### config.mk
export PLATFORM = sky130hd
export DESIGN_NAME = game_flow_controller
export DESIGN_NICKNAME = d
export VERILOG_FILES = /design/src/rtl/game_flow_controller.sv
export SDC_FILE = /design/constraint.sdc
export NUM_CORES = 1
export LEC_CHECK = 0
export BUFFER_PORTS_ARGS = -buffer_cell sky130_fd_sc_hd__buf_2
export CAP_MARGIN = 20
export CORE_UTILIZATION = 44
export CTS_BUF_LIST = sky130_fd_sc_hd__clkbuf_16
export DETAILED_ROUTE_END_ITERATION = 8
export PLACE_DENSITY = 0.76
export SYNTH_ARGS = -nofsm -noshare
export SYNTH_HDL_FRONTEND = slang
export SYNTH_SLANG_ARGS = --single-unit
### constraint.sdc
create_clock -name clk -period 2.4 [get_ports clk]
set_input_delay 0 -clock clk [delete_from_list [all_inputs] [get_ports clk]]
set_output_delay 0 -clock clk [all_outputs]
set_load 0.05 [all_outputs]
### src/rtl/game_flow_controller.sv
// Game-flow FSM for the pinball screen: welcome, play, timed pause after a lost
// ball, and an end screen with a key hold-off and an automatic return to welcome.
module game_flow_controller #(
  parameter int LOSS_PAUSE_FRAMES  = 60,
  parameter int END_HOLD_FRAMES    = 120,
  parameter int END_TIMEOUT_FRAMES = 600
) (
  input  logic       clk,
  input  logic       reset,
  input  logic       startOfFrame,
  input  logic       key0IsPressed,
  input  logic [3:0] life,
  output logic       start,
  output logic       game_end,
  output logic       paused,
  output logic       new_game,
  output logic [7:0] games_played
);

  typedef enum logic [1:0] {
    WELCOME    = 2'd0,
    PLAY       = 2'd1,
    LOSS_PAUSE = 2'd2,
    GAME_OVER  = 2'd3
  } state_t;

  localparam logic [9:0] PAUSE_LAST   = 10'(LOSS_PAUSE_FRAMES - 1);
  localparam logic [9:0] HOLD_FRAMES  = 10'(END_HOLD_FRAMES);
  localparam logic [9:0] TIMEOUT_LAST = 10'(END_TIMEOUT_FRAMES - 1);

  state_t     state;
  state_t     state_next;
  logic       key_q;
  logic       key_evt;
  logic [9:0] frame_cnt;
  logic       settle;
  logic [3:0] life_prev;

  assign key_evt = key0IsPressed & ~key_q;

  always_ff @(posedge clk or posedge reset) begin
    if (reset) state <= WELCOME;
    else       state <= state_next;
  end

  // The settle frame only refreshes life_prev, giving screen_main time to reload life.
  always_comb begin
    state_next = state;
    case (state)
      WELCOME: if (key_evt) state_next = PLAY;
      PLAY: begin
        if (startOfFrame && !settle) begin
          if (life == 4'd0)          state_next = GAME_OVER;
          else if (life < life_prev) state_next = LOSS_PAUSE;
        end
      end
      LOSS_PAUSE: if (startOfFrame && frame_cnt == PAUSE_LAST) state_next = PLAY;
      GAME_OVER: begin
        if ((key_evt && frame_cnt >= HOLD_FRAMES) ||
            (startOfFrame && frame_cnt == TIMEOUT_LAST))
          state_next = WELCOME;
      end
      default: state_next = WELCOME;
    endcase
  end

  always_ff @(posedge clk or posedge reset) begin
    if (reset) begin
      key_q        <= 1'b0;
      frame_cnt    <= 10'd0;
      settle       <= 1'b0;
      life_prev    <= 4'd0;
      games_played <= 8'd0;
      new_game     <= 1'b0;
    end else begin
      key_q    <= key0IsPressed;
      new_game <= (state == WELCOME) && key_evt;
      if (state_next != state)
        frame_cnt <= 10'd0;
      else if (startOfFrame && (state == LOSS_PAUSE || state == GAME_OVER))
        frame_cnt <= frame_cnt + 10'd1;
      if (state == WELCOME && key_evt)
        settle <= 1'b1;
      else if (state == PLAY && startOfFrame)
        settle <= 1'b0;
      if (state == PLAY && startOfFrame)
        life_prev <= life;
      if (state == PLAY && state_next == GAME_OVER && games_played != 8'd255)
        games_played <= games_played + 8'd1;
    end
  end

  always_comb begin
    start    = (state == PLAY) || (state == LOSS_PAUSE);
    game_end = (state == GAME_OVER);
    paused   = (state == LOSS_PAUSE);
  end

endmodule
==> parameters.txt <==
Parameter                              Value

STA
  Slew at the pin closest to its max-slew limit ... between 0.5 and 0.6 ns
  Final Skew ... between 0.004 and 0.005 ns
  Max frequency ... around 0.43 GHz
  Final critical-path required period ... approximately 2.3 ns
  Number of failing setup endpoints in the final timing report ... 0
  Count of final max-slew check failures ... 0
  Post-route clock period utilization ... 0.9712
  Total negative slack for setup checks ... 0 ns
  Worst rel slew slack ... 0.6139
  Number of hold-slack violations in the final timing report ... 0
  RSZ-0062 raised after global routing ... no

Logic synthesis
  Fraction of registers with async set or reset after synthesis ... 1.000
  Cell count after synthesis ... between 150 and 200
  Post-synthesis compound-gate area fraction ... 0.1241
  Summed instance area of the synthesized netlist ... 0.001613 mm2
  Total of warnings raised by yosys ... 0
  Sequential area share after synthesis ... 0.4189
  Count of cell types in the netlist ... between 40 and 50
  Post-synth EDFFs ... 0
  Mean instance size in the synthesized netlist ... 10.54 um2
  Adder-cell share of the synthesized area ... 0.08534
  Share of synthesized area spent on multiplexers ... 0.03724
  FF+latch count, synth ... 27
  Post-synthesis share of cell area spent on and, or, nand and nor gates ... 0.2172
  Nets in the synthesized netlist ... around 170
  Dominant combinational cell family by area after synthesis ... simple AND/OR/NAND/NOR gates
  Commonest register cell after synthesis ... sky130_fd_sc_hd__dfrtp_1
  Post-synthesis xor/xnor area fraction ... 0.08689

Place
  Final RePlAce weighted congestion ... approximately 0.9
  Placed Instance Area ... around 0.0018 mm2
  Buffers added on ports ... 19
  Total placed cells including tap cells ... 223
  Half-perimeter wire length after detailed placement ... roughly 2400 um

Worst setup path
  Critical path's top delay family ... simple AND/OR/NAND/NOR gates
  Critical path launch point type ... primary input
  Crit Path Category ... primary input to flop
  Required time at the worst-slack endpoint ... between 2 and 3 ns
  Number of buffer and inverter stages on the critical path ... 2
  Biggest cell delay along the critical path ... around 0.54 ns
  Data arrival, critical path ... about 2.5 ns
  List of cells traversed by the critical path ... dlygate4sd3_1, buf_2, ha_1, or4b_4, a2111oi_4, nor3b_2, nor3_2, and2_4, mux2_4
  Capturing element type of the critical path ... flop
  Maximum net fanout on the critical path ... 3
  Slowest CP cell ... sky130_fd_sc_hd__or4b_4

Layout
  Fraction of final layout cells sized beyond drive strength 1 ... 0.2473
  Final-stage net count ... approximately 200
  Number of inserted diodes ... 0
  Final Non-Filler Cells ... roughly 230
  Final core area utilization ... 0.5758
  Leading cell types in the layout, fill and taps excluded ... sky130_fd_sc_hd__dfrtp_1, sky130_fd_sc_hd__buf_2, sky130_fd_sc_hd__nor2_1, sky130_fd_sc_hd__nand3_1, sky130_fd_sc_hd__xnor2_1
  Most common cell after layout, fill and taps aside ... sky130_fd_sc_hd__dfrtp_1
  Area grow syn2layout ... 21.96%
  Post-route standard cell area excluding fillers ... 0.001967 mm2

GRT
  Largest net degree at the start of global routing ... 28
  Initial antenna violation count ... 0
  Global-route usage over all layers ... 0.1863
  First-pass GRT wire length ... between 5000 and 6000 um
  Via count of the first global-routing pass ... 1305
  Remaining Overflow, GRT ... 0

Clock tree
  Clock latency of the later-clocked register in the worst-skew pair ... about 0.27 ns
  Max clock buf depth ... 2
  CTS tree ... done
  CTS clk-pin slew, worst paths ... 0.07 ns
  Root buffer cell ... sky130_fd_sc_hd__clkbuf_16
  H-tree levels ... 1
  Number of buffers created by CTS ... 3
  Number of clock sinks seen by CTS ... 27

Hold path
  Worst Hold Class ... primary input to flop

Power
  Overall power of the completed layout ... 1.912 mW
  Maximum vdd ir drop ... between 400 and 500 uV
  Leakage dissipation ... ~0.92 nW
  Pwr Density ... approximately 1000 mW/mm2

Die
  Die height ... between 60 and 70 um
  Die Footprint ... about 0.004 mm2
  Std cell rows ... 21
  Width of the chip ... between 60 and 70 um
  Number of ports placed on the die boundary ... 20
  Initial cell density of the core ... 0.4722
  Area of the placeable core ... between 0.003 and 0.004 mm2

Outcome
  Outcome ... completed

Run
  Max-cap violations ... 0

Drt
  Number of iterations in the first detailed-routing pass ... 4
  DR vias ... 1234
  Routed via count divided by cell count ... roughly 5.3
  Detailed-route wire length per cell ... 13.99 um
  Wirelength, routed ... between 3000 and 4000 um
  DRC violation count after routing ... 0
  Antenna-violating nets left ... 0
  Number of DRC markers after the initial detailed-route iteration ... 32
[power by group]
part	switching [mW]	internal (mW)	total (mW)
clock	0.166	0.227	0.393
combinational	0.561	0.353	0.914
sequential	0.0656	0.540	0.605
[per-stage QoR]
stage / setup slack (ns) / hold slack (ns)
after floorplan: 0.01743 / 0.03143
after global placement: 0.1768 / 0.1354
after detailed placement: 0.08361 / 0.1389
after CTS: 0.04528 / 0.01198
after global routing: 0.01330 / 0.01606
final: 0.06917 / 0.009602
[cell usage after synthesis, drive strengths merged, types with 2 or more instances]
cell type	number	area share
dfrtp	27	0.42
nor2	13	0.030
nand3	12	0.037
xnor2	12	0.065
ha	11	0.085
inv	10	0.023
nand2	6	0.014
mux2	5	0.037
a21oi	4	0.012
and2	4	0.017
xor2	4	0.022
and3	3	0.012
nand2b	3	0.012
nor3	3	0.012
o21ai	3	0.0093
a211o	2	0.011
a211oi	2	0.0093
a21o	2	0.0093
a31oi	2	0.0078
nand4	2	0.0078
nor3b	2	0.0093
nor4	2	0.012
o211a	2	0.012
or4b	2	0.015
[layout make-up]
cell class / count / area (um2)
Fill cell: 299 / 1449
Multi-Input combinational cell: 115 / 905.9
Sequential cell: 27 / 675.6
Timing Repair Buffer: 30 / 207.7
Clock buffer: 3 / 75.07
Tap cell: 46 / 57.56
Inverter: 10 / 37.54
Clock inverter: 1 / 7.507
[cell families (layout without fill, tap and decap cells)]
group	count (synthesis)	in the layout
AND/OR/NAND/NOR	60	60
buffers and inverters	11	44
XOR/XNOR	16	16
adder cells (fa/ha/maj)	11	11
flip-flops	27	27
AO/OA/AOI/OAI	23	23
multiplexers	5	5
[state kept, by name (all words and copies together) (netlist names)]
register / cells
frame_cnt: 10
games_played: 8
life_prev: 4
state: 2
key_q: 1
new_game: 1
settle: 1
[final timing paths]
| path | slack (ns) | endpoint | depth (start not counted) | start |
|---|---|---|---|---|
| setup / recovery | 0.07 | games_played[1]$_DFFE_PP0P_ | 9 | life[3] |
| hold / removal | 0.01 | life_prev[1]$_DFFE_PP0P_ | 2 | life[1] |
| setup reg to reg | 0.09 | games_played[1]$_DFFE_PP0P_ | 8 | life_prev[3]$_DFFE_PP0P_ |
| hold reg to reg | 0.49 | games_played[4]$_DFFE_PP0P_ | 1 | games_played[4]$_DFFE_PP0P_ |
| max in group asynchronous | 1.75 | state[1]$_DFF_PP0_ | 4 | reset |
| min in group asynchronous | 0.23 | frame_cnt[4]$_DFFE_PP0P_ | 3 | reset |
[routing by layer]
layer / vias to the layer above / GRT usage / wire, um
met2: 18 / 0.3274 / 1653
met1: 600 / 0.2149 / 1427
met5: - / 0 / 0
met4: 0 / 0.08430 / 73
li1: 609 / - / -
met3: 7 / 0.04015 / 92
[what timing repair did]
item,4_1_cts,5_1_grt
setup endpoints to repair,0,1
hold buffers,3,1
resized for setup,0,1
setup buffers,0,0
endpoints found under the hold margin,3,6
Power figures use the tool's default switching activity.
